===== config.mk =====
export PLATFORM = sky130hd
export DESIGN_NAME = mem_arbiter
export DESIGN_NICKNAME = d
export VERILOG_FILES = /design/src/rtl/mem_arbiter.sv
export SDC_FILE = /design/constraint.sdc
export NUM_CORES = 1
export LEC_CHECK = 0
export BUFFER_PORTS_ARGS = -buffer_cell sky130_fd_sc_hd__buf_2
export CORE_AREA = 2 2 85 87
export DETAILED_ROUTE_END_ITERATION = 7
export DIE_AREA = 0 0 87 89
export PLACE_DENSITY = 0.85
export SLEW_MARGIN = 20
export SYNTH_ARGS = -nofsm -noshare
export SYNTH_HDL_FRONTEND = slang
export SYNTH_SLANG_ARGS = --single-unit

===== constraint.sdc =====
create_clock -name clk -period 2.04 [get_ports clk]
set_clock_uncertainty 0.1 [all_clocks]
set_input_delay 0.102 -clock clk [delete_from_list [all_inputs] [get_ports clk]]
set_output_delay 0.102 -clock clk [all_outputs]
set_load 0.02 [all_outputs]

===== src/rtl/mem_arbiter.sv =====
// rtl/mem_arbiter.sv - data/fetch SRAM arbiter with strobe sequencing; ARB_PERF_EN adds perf_stall_cnt
module mem_arbiter #(
   parameter int ACCESS_CYCLES = 1,
   parameter int WE_PULSE      = 1
) (
   input  logic        clk,
   input  logic        rst,
   input  logic [15:0] b_addr,
   output logic [15:0] b_rdata,
   output logic        b_ready,
   input  logic [15:0] a_addr,
   input  logic [15:0] a_wdata,
   input  logic [1:0]  a_ctrl,
   output logic [15:0] a_rdata,
   output logic        a_ready,
   output logic        stall,
   output logic [15:0] ram_addr,
   output logic [15:0] ram_wdata,
   input  logic [15:0] ram_rdata,
   output logic        ram_ce_n,
   output logic        ram_oe_n,
   output logic        ram_we_n,
   output logic        ram_drive
`ifdef ARB_PERF_EN
   ,
   output logic [15:0] perf_stall_cnt
`endif
);

   typedef enum logic [2:0] {
      IDLE, A_READ, A_WR_SETUP, A_WR_PULSE, A_WR_HOLD, B_READ
   } state_t;

   localparam logic [1:0] AC_LAST = 2'(ACCESS_CYCLES - 1);
   localparam logic [1:0] WE_LAST = 2'(WE_PULSE - 1);

   state_t      state, state_nx;
   logic [1:0]  cnt, cnt_nx;
   logic [15:0] addr_nx, wdata_nx;
   logic [15:0] b_hold;
   logic        a_cap, b_cap;

   // State, counter and SRAM address/data registers; reset parks the bus idle
   always_ff @(posedge clk or negedge rst) begin
      if (!rst) begin
         state     <= IDLE;
         cnt       <= 2'd0;
         ram_addr  <= 16'h0000;
         ram_wdata <= 16'h0000;
      end else begin
         state     <= state_nx;
         cnt       <= cnt_nx;
         ram_addr  <= addr_nx;
         ram_wdata <= wdata_nx;
      end
   end

   // Next state, address/data load and strobe decode; IDLE doubles as bus turnaround
   always_comb begin
      state_nx  = state;
      cnt_nx    = cnt;
      addr_nx   = ram_addr;
      wdata_nx  = ram_wdata;
      a_ready   = 1'b0;
      b_ready   = 1'b0;
      a_cap     = 1'b0;
      b_cap     = 1'b0;
      ram_ce_n  = 1'b1;
      ram_oe_n  = 1'b1;
      ram_we_n  = 1'b1;
      ram_drive = 1'b0;
      case (state)
         IDLE: begin
            cnt_nx = 2'd0;
            case (a_ctrl)
               2'b01: begin
                  addr_nx  = a_addr;
                  state_nx = A_READ;
               end
               2'b10: begin
                  addr_nx  = a_addr;
                  wdata_nx = a_wdata;
                  state_nx = A_WR_SETUP;
               end
               default: begin
                  addr_nx  = b_addr;
                  state_nx = B_READ;
               end
            endcase
         end
         A_READ: begin
            ram_ce_n = 1'b0;
            ram_oe_n = 1'b0;
            if (cnt == AC_LAST) begin
               a_ready  = 1'b1;
               a_cap    = 1'b1;
               cnt_nx   = 2'd0;
               addr_nx  = b_addr;
               state_nx = B_READ;
            end else begin
               cnt_nx = cnt + 2'd1;
            end
         end
         A_WR_SETUP: begin
            ram_ce_n  = 1'b0;
            ram_drive = 1'b1;
            cnt_nx    = 2'd0;
            state_nx  = A_WR_PULSE;
         end
         A_WR_PULSE: begin
            ram_ce_n  = 1'b0;
            ram_we_n  = 1'b0;
            ram_drive = 1'b1;
            if (cnt == WE_LAST) begin
               cnt_nx   = 2'd0;
               state_nx = A_WR_HOLD;
            end else begin
               cnt_nx = cnt + 2'd1;
            end
         end
         A_WR_HOLD: begin
            ram_ce_n  = 1'b0;
            ram_drive = 1'b1;
            a_ready   = 1'b1;
            cnt_nx    = 2'd0;
            addr_nx   = b_addr;
            state_nx  = B_READ;
         end
         B_READ: begin
            ram_ce_n = 1'b0;
            ram_oe_n = 1'b0;
            if (cnt == AC_LAST) begin
               b_ready  = 1'b1;
               b_cap    = 1'b1;
               cnt_nx   = 2'd0;
               state_nx = IDLE;
            end else begin
               cnt_nx = cnt + 2'd1;
            end
         end
         default: begin
            state_nx = IDLE;
            cnt_nx   = 2'd0;
         end
      endcase
   end

   // Load result and fetched-instruction hold registers
   always_ff @(posedge clk or negedge rst) begin
      if (!rst) begin
         a_rdata <= 16'h0000;
         b_hold  <= 16'h0000;
      end else begin
         if (a_cap) a_rdata <= ram_rdata;
         if (b_cap) b_hold  <= ram_rdata;
      end
   end

   assign b_rdata = (state == B_READ) ? ram_rdata : b_hold;
   assign stall   = ~b_ready;

`ifdef ARB_PERF_EN
   // Saturating count of stalled cycles since reset release
   always_ff @(posedge clk or negedge rst) begin
      if (!rst) begin
         perf_stall_cnt <= 16'h0000;
      end else if (stall && (perf_stall_cnt != 16'hFFFF)) begin
         perf_stall_cnt <= perf_stall_cnt + 16'h0001;
      end
   end
`endif

endmodule


==> flow_summary.ini, run 1 <==
[timing]
hold_viol = 0
max_freq_mhz = 513.8
period_needed_ps = 1946
rsz0062_at_grt = false
slew_viol_final = 0
worst_slew_pin_slew_ps = 371.2
max_slew_margin = 0.7525
min_period_over_period = 0.9540
final.setup.tns_ps = 0
setup_viol = 0

[synth]
synth_area_sq_um = 3141
yosysWarnings = 0
yosysUniqueCellTypes = 29
netlist_instances = 233
yosys_register_bits = 69
synth_top_family_by_area = multiplexers
synth_fa_ha_area_frac = 0.01912
async_flop_share = 1.000
synth_seq_area_share = 0.5498
synthTopCellsByCount = 69 x dfrtp_1, 56 x mux2_2, 19 x nor2_1, 18 x a21oi_1, 16 x mux2i_1
synth.most_common_cell = dfrtp_1
synth_top_area_frac = 0.5498
synth_edf_count = 0
syn_area_per_cell_sq_um = 13.48
synth.largest_area_cell = dfrtp_1
synth_xor_area_frac = 0.002789
synth-compound-area-share = 0.03745
synth.area.mux_share = 0.2841
ys_top_cells_by_area = dfrtp_1 55%, mux2_2 20%, mux2i_1 5.1%, mux2_1 3.2%, a21oi_1 2.9%
synth-simple-area-share = 0.06454
syn_nets = 305
synth_ff_type = dfrtp_1

[cts]
root_buffer = clkbuf_8
clkTransAtPathRegs_ps = 80
htree_levels = 3
numClockSinks = 69
cts_tree = done
cts_buffer_depth = 2
postCtsSetupBuffers = 0
insertion_delay_ps = 340
numCtsBuffers = 9

[finish]
design_area_sq_um = 4721
fin_nets = 513
drive_above_1_share = 0.5022
nFillCells = 481
utilization = 0.7026
area_growth_pct = 50.32
diodes = 0

[floorplan]
die_x_um = 87
ios = 139
core_sq_um = 6719
die-area_sq_um = 7743
row_count = 30
die_h_um = 89
initial_core_util = 0.4674

[routing]
antenna_left = 0
viasPerCell = 4.878
remaining_drc_errors = 0
finalWirelength_mm = 7.891
drtIter0Drc = 90
wire_per_inst_um = 15.00
dr.pass1.iters = 4
vias = 2566

[grt]
grt_usage = 0.2088
grt_max_degree = 70
grt_overflow = 0
grt_pass1_vias = 2694
antenna_found_initial = 0
grt_pass1_wl_mm = 12.37

[placed_design]
place_area_sq_um = 3895
port_buffers = 138
place.gp.congestion = 0.7635
dp_hpwl_mm = 4.555

[run]
cap_violations = 0

[run_status]
status = finished clean

[setup_path]
crit_path_end_kind = output port
path_class = flop to output port
arrival_ps = 1740
cp.required_ps = 1840
cp-start-kind = flop
critPathMaxFanout = 16

[power_and_ir_drop]
vdd.ir_drop.worst_v = 0.001049
p_per_area_nw_per_um2 = 1580
p_leak_nw = 2.352
power_mw = 7.457

[hold_path]
hold_class = input pin to async pin
-- final timing paths --
check	slack, ps	cells after the start	from	to
max	90	4	state[1]	b_rdata[13]
min	200	3	rst	ram_wdata[0]
max reg2reg	250	3	state[1]	ram_wdata[3]
min reg2reg	390	1	ram_wdata[8]	ram_wdata[8]
max in group asynchronous	1300	3	rst	state[0]
min in group clk	210	5	a_ctrl[1]	state[1]
-- state kept, by name, summed over array words and instances (netlist names) --
| register | count |
|---|---|
| state | 3 |
| cnt | 2 |
| a_rdata | 16 |
| ram_addr | 16 |
| b_hold | 16 |
| ram_wdata | 16 |
-- kinds of logic (layout without fill, tap and decap cells) --
group	count (synthesis)	in the layout
compound gates	22	22
xor+xnor	1	1
fa+ha+maj	5	5
buf+inv	19	232
flops	69	69
mux	81	81
simple gates	36	36
-- metrics by stage --
step	std cells	setup slack, ps	hold slack (ps)
6_report	526	93.88	204.8
2_1_floorplan	233	375.4	-293.6
3_3_place_gp	445	274.7	46.43
5_1_grt	526	10.20	226.4
4_1_cts	526	35.08	186.1
3_5_place_dp	445	227.1	54.84
-- critical path, cell delays in order (launching register included) --
cell and delay, ps:
dfrtp_1 490, nor2b_4 240, nand2_4 190, mux2_2 330, buf_2 160
-- per-layer routing --
| metal | routed length [um] | track usage |
|---|---|---|
| met1 | 3110 | 0.2287 |
| met2 | 4075 | 0.3796 |
| met3 | 523 | 0.06279 |
| met4 | 181 | 0.08239 |
| met5 | 0 | 0 |
-- layout by cell type (no fill, tap or decap), drive strengths merged --
| cell | n |
|---|---|
| nor3 | 1 |
| mux2 | 65 |
| mux2i | 16 |
| inv | 7 |
| buf | 144 |
| or3 | 1 |
| nor2 | 20 |
| clkinv | 4 |
| maj3 | 1 |
| dfrtp | 69 |
| nor2b | 3 |
| a21o | 1 |
| and3 | 2 |
| clkbuf | 11 |
| dlygate4sd3 | 65 |
| a21oi | 19 |
| nand2b | 2 |
| nand3b | 1 |
| clkinvlp | 1 |
| ha | 4 |
| o22ai | 1 |
| nand2 | 6 |
| o21ai | 1 |
| xor2 | 1 |
-- where the power goes --
part	total (mW)	internal [mW]	switching, mW	leakage [nW]
clock	0.933	0.433	0.500	0.0829
combinational	4.10	1.80	2.29	1.46
sequential	2.43	2.05	0.375	0.811
-- repair_timing --
item | CTS | global route
hold endpoints to repair | 133 | 0
resized for setup | 2 | 2
endpoints found under the setup margin | 18 | 18
hold buffers | 65 | 0
-- cell type report --
cell class / count / area, sq um / share of cell area
clock buffers: 11 / 131.4 / 0.02783
clock inverters: 5 / 27.53 / 0.005831
inverters: 7 / 26.28 / 0.005566
multi-input cells: 145 / 1296 / 0.2746
flip-flops and latches: 69 / 1728 / 0.3660
well taps: 80 / 100.1 / 0.02120
repair buffers: 209 / 1411 / 0.2990
No activity file was read; power rests on OpenSTA's default activity.
==> run 2: changes to the inputs <==
--- a/config.mk
+++ b/config.mk
@@ -6,10 +6,11 @@
 export NUM_CORES = 1
 export LEC_CHECK = 0
 export BUFFER_PORTS_ARGS = -buffer_cell sky130_fd_sc_hd__buf_2
-export CORE_AREA = 2 2 85 87
+export CORE_AREA = 2 2 73 102
 export DETAILED_ROUTE_END_ITERATION = 7
-export DIE_AREA = 0 0 87 89
+export DIE_AREA = 0 0 75 104
 export PLACE_DENSITY = 0.85
+export REMOVE_ABC_BUFFERS = 1
 export SLEW_MARGIN = 20
 export SYNTH_ARGS = -nofsm -noshare
 export SYNTH_HDL_FRONTEND = slang
==> flow_summary.ini, run 2 (synthesis results as in run 1) <==
[run_status]
status = finished clean

[setup_path]
reg2reg_to = ram_wdata[3]
r2r_slack_ps = 230
critPathMaxFanout = 16
path_class = flop to output port
ff2ff_path_depth = 3
cp-start-kind = flop
cp.required_ps = 1840
crit_path_end_kind = output port
arrival_ps = 1750
regToRegStartpoint = state[1]

[routing]
wire_per_inst_um = 15.78
finalWirelength_mm = 8.554
viasPerCell = 4.887
antenna_left = 0
dr.pass1.iters = 4
drtIter0Drc = 116
vias = 2649
remaining_drc_errors = 0

[floorplan]
die-area_sq_um = 7800
ios = 139
die_h_um = 104
initial_core_util = 0.4557
core_sq_um = 6892
die_x_um = 75
row_count = 36

[cts]
insertion_delay_ps = 330
clkTransAtPathRegs_ps = 70
postCtsSetupBuffers = 0
numClockSinks = 69
numCtsBuffers = 9
cts_buffer_depth = 2
cts_tree = done
htree_levels = 3
root_buffer = clkbuf_8

[finish]
utilization = 0.6908
fin_nets = 514
design_area_sq_um = 4761
area_growth_pct = 51.59
layout_commonest_cell = buf_2
finalNonFillerCells = 542
drive_above_1_share = 0.5011
diodes = 0
final_cell_mix = 138 x buf_2, 67 x dfrtp_1, 65 x dlygate4sd3_1, 56 x mux2_2, 19 x nor2_1

[placed_design]
dp_cells = 461
place.gp.congestion = 0.7769
place_area_sq_um = 3921
port_buffers = 138
dpl_worst_slack_ps = 210.6
dp_hpwl_mm = 5.157

[timing]
setup_viol = 0
worst_slew_pin_slew_ps = 498.8
final.setup.tns_ps = 0
hold_viol = 0
min_period_over_period = 0.9590
final.setup.worst_slack_ps = 83.64
fin_hold_ws_ps = 160.1
slew_viol_final = 0
period_needed_ps = 1956
max_slew_margin = 0.6675
rsz0062_at_grt = false
max_freq_mhz = 511.2

[grt]
grt_usage = 0.2345
antenna_found_initial = 0
grt_pass1_wl_mm = 13.86
grt_overflow = 0
grt_max_degree = 33
grt_pass1_vias = 2951

[power_and_ir_drop]
vdd.ir_drop.worst_v = 0.0009076
p_per_area_nw_per_um2 = 1600
power_mw = 7.619
p_leak_nw = 2.359

[run]
cap_violations = 0

[hold_path]
hold_class = input pin to async pin
## run 2: cell types whose count changed in the layout (fill, tap and decap cells not counted), sizes merged
cell / delta
clkbuf: +4
clkinvlp: -1
buf: +1
clkinv: -3
## run 2: routing by layer
metal / track usage / vias up / wire length, um
met5: 0 / - / 0
met4: 0.1467 / 0 / 433
met3: 0.04942 / 37 / 298
met2: 0.4148 / 87 / 4892
met1: 0.2370 / 1293 / 2930
li1: - / 1232 / -
## run 2: timing repair
action                     4_1_cts  5_1_grt
hold buffers                    65        0
resized for setup                3        2
cloned                           0        0
setup endpoints to repair       16        2
pin swaps                        0        0
hold endpoints to repair        86        0
## run 2: worst max-delay path by stage
stage,cells past startpoint,endpoint,from
2_1_floorplan,4,ram_addr[0],state[2]
3_5_place_dp,4,b_rdata[1],state[2]
3_3_place_gp,4,b_rdata[6],state[2]
5_1_grt,4,b_rdata[13],state[2]
4_1_cts,5,b_ready,state[0]
6_report,4,b_rdata[13],state[2]
## run 2: final cells by class
type                    count  area, sq um
fillers                   458         2131
flip-flops and latches     69         1729
repair buffers            210         1419
multi-input cells         145         1296
clock buffers              15        166.4
well taps                  95        118.9
inverters                   7        26.28
clock inverters             1        5.005
## run 2: critical path, stage by stage, from the launching register on
cell and delay, ps:
dfrtp_2 480, nor2b_4 180, nand2_4 220, mux2_2 380, buf_2 160
## run 2: power breakdown
part	internal (mW)	switching, mW
logic	1.83	2.35
clock network	0.509	0.475
registers	2.06	0.399
total	4.40	3.22
==> run 3: changes to the inputs <==
==> config.mk (replaced) <==
export PLATFORM = sky130hd
export DESIGN_NAME = mem_arbiter
export DESIGN_NICKNAME = d
export VERILOG_FILES = /design/src/rtl/mem_arbiter.sv
export SDC_FILE = /design/constraint.sdc
export NUM_CORES = 1
export LEC_CHECK = 0
export CORE_AREA = 2 2 67 94
export DETAILED_ROUTE_END_ITERATION = 7
export DIE_AREA = 0 0 69 96
export DONT_BUFFER_PORTS = 1
export GPL_TIMING_DRIVEN = 0
export PLACE_DENSITY = 0.79
export REMOVE_ABC_BUFFERS = 1
export SLEW_MARGIN = 20
export SYNTH_ARGS = -nofsm -noshare
export SYNTH_HDL_FRONTEND = slang
export SYNTH_SLANG_ARGS = --single-unit
==> constraint.sdc (replaced) <==
create_clock -name clk -period 1.7 [get_ports clk]
set_clock_uncertainty 0.1 [all_clocks]
set_input_delay 0.085 -clock clk [delete_from_list [all_inputs] [get_ports clk]]
set_output_delay 0.085 -clock clk [all_outputs]
set_load 0.02 [all_outputs]
==> flow_summary.ini, run 3 (synthesis results as in run 1) <==
[setup_path]
regToRegStartpoint = cnt[1]
crit_path_end_kind = output port
cp.required_ps = 1510
cp.depth = 3
path_class = flop to output port
cpMaxStageDelayCell = dfrtp_2
arrival_ps = 1530
crit_path_start = state[1]
max_stage_delay_ps = 440
critPathMaxFanout = 16
cp_cell_sequence = nor2b_4 > nand2_8 > mux2_4
path_buf_inv = 0
cp-start-kind = flop
path_delay_family = flip-flops
ff2ff_path_depth = 6

[timing]
worst_slew_pin_slew_ps = 291.2
final.setup.tns_ps = -91.00
min_period_over_period = 1.006
period_needed_ps = 1710
rsz0062_at_grt = true
setup_viol = 15
max_slew_margin = 0.8058
max_freq_mhz = 584.7
final.setup.worst_slack_ps = -10.19
hold_viol = 69
slew_viol_final = 0
fin_hold_ws_ps = -682.6

[finish]
finalNonFillerCells = 402
area_growth_pct = 41.35
drive_above_1_share = 0.3765
layout_commonest_cell = dfrtp_1
utilization = 0.7680
final_cell_mix = 66 x dfrtp_1, 64 x dlygate4sd3_1, 38 x mux2_2, 21 x buf_4, 20 x mux2_4
fin_nets = 399
nFillCells = 358
diodes = 0

[cts]
insertion_delay_ps = 340
numClockSinks = 69
root_buffer = clkbuf_8
cts_tree = done
numCtsBuffers = 9
htree_levels = 3
cts_buffer_depth = 2
clkTransAtPathRegs_ps = 80
postCtsHoldBufs = 64

[grt]
grt_pass1_vias = 2395
grt_max_degree = 70
grt_usage = 0.2374
antenna_found_initial = 0
grt_pass1_wl_mm = 11.91
grt_overflow = 0

[routing]
vias = 2192
antenna_left = 0
dr.pass1.iters = 4
wire_per_inst_um = 19.58
remaining_drc_errors = 0
viasPerCell = 5.453
finalWirelength_mm = 7.871
drtIter0Drc = 81

[floorplan]
core_sq_um = 5781
ios = 139
die_h_um = 96
die_x_um = 69
initial_core_util = 0.5433
row_count = 33
die-area_sq_um = 6624

[run_status]
status = finished with violations
violations = negative hold slack, negative setup slack

[power_and_ir_drop]
p_leak_nw = 2.036
p_per_area_nw_per_um2 = 2101
power_mw = 9.325
vdd.ir_drop.worst_v = 0.001221

[placed_design]
dp_hpwl_mm = 4.080
place.gp.congestion = 0.7185
dp_cells = 291
port_buffers = 0

[run]
cap_violations = 0

[hold_path]
hold_class = input pin to async pin
## run 3: cell type report
| cell class | instances | area, sq um | share of cell area |
|---|---|---|---|
| clock buffers | 11 | 151.4 | 0.03410 |
| clock inverters | 5 | 35.03 | 0.007892 |
| inverters | 7 | 26.28 | 0.005919 |
| multi-input cells | 146 | 1449 | 0.3264 |
| flip-flops and latches | 69 | 1730 | 0.3898 |
| well taps | 70 | 87.58 | 0.01973 |
| repair buffers | 94 | 959.7 | 0.2162 |
## run 3: worst reg2reg max path, stage by stage, from the launching register on
cell and delay [ps]:
dfrtp_1 400, inv_2 70, ha_4 150, nand2_4 70, nor3_4 160, bufbuf_16 310
mux2_2 340
## run 3: layer usage
metal / vias to the layer above / track usage / wire length [um]
li1: 998 / - / -
met1: 1102 / 0.2602 / 2941
met2: 77 / 0.4343 / 4398
met3: 15 / 0.05026 / 351
met4: 0 / 0.1225 / 180
met5: - / 0 / 0
## run 3: metrics by stage
step | setup WS (ps) | area [sq um]
6_report | -10.19 | 4439
5_1_grt | -68.26 | 4439
4_1_cts | -45.43 | 4304
3_5_place_dp | -428.0 | 3129
3_3_place_gp | -384.3 | 3122
2_1_floorplan | -134.9 | 3034
## run 3: path summary, 6_finish.rpt
check	to	slack, ps
hold reg to reg	b_hold[13]	410
max in group asynchronous	ram_addr[4]	2050
hold / removal	ram_wdata[3]	-680
min in group clk	state[1]	60
setup reg to reg	a_rdata[0]	-10
setup / recovery	b_rdata[7]	-10
## run 3: report_power, final
part / total [mW] / internal (mW) / switching, mW
combinational: 4.35 / 2.30 / 2.05
sequential: 3.74 / 2.47 / 1.28
clock: 1.23 / 0.606 / 0.629
## run 3: timing repair
action / CTS / global route
pin swaps: 6 / 6
resized for setup: 41 / 6
endpoints found under the setup margin: 85 / 62
gates cloned: 2 / 0
buffers inserted: 19 / 10
hold endpoints to repair: 133 / 69
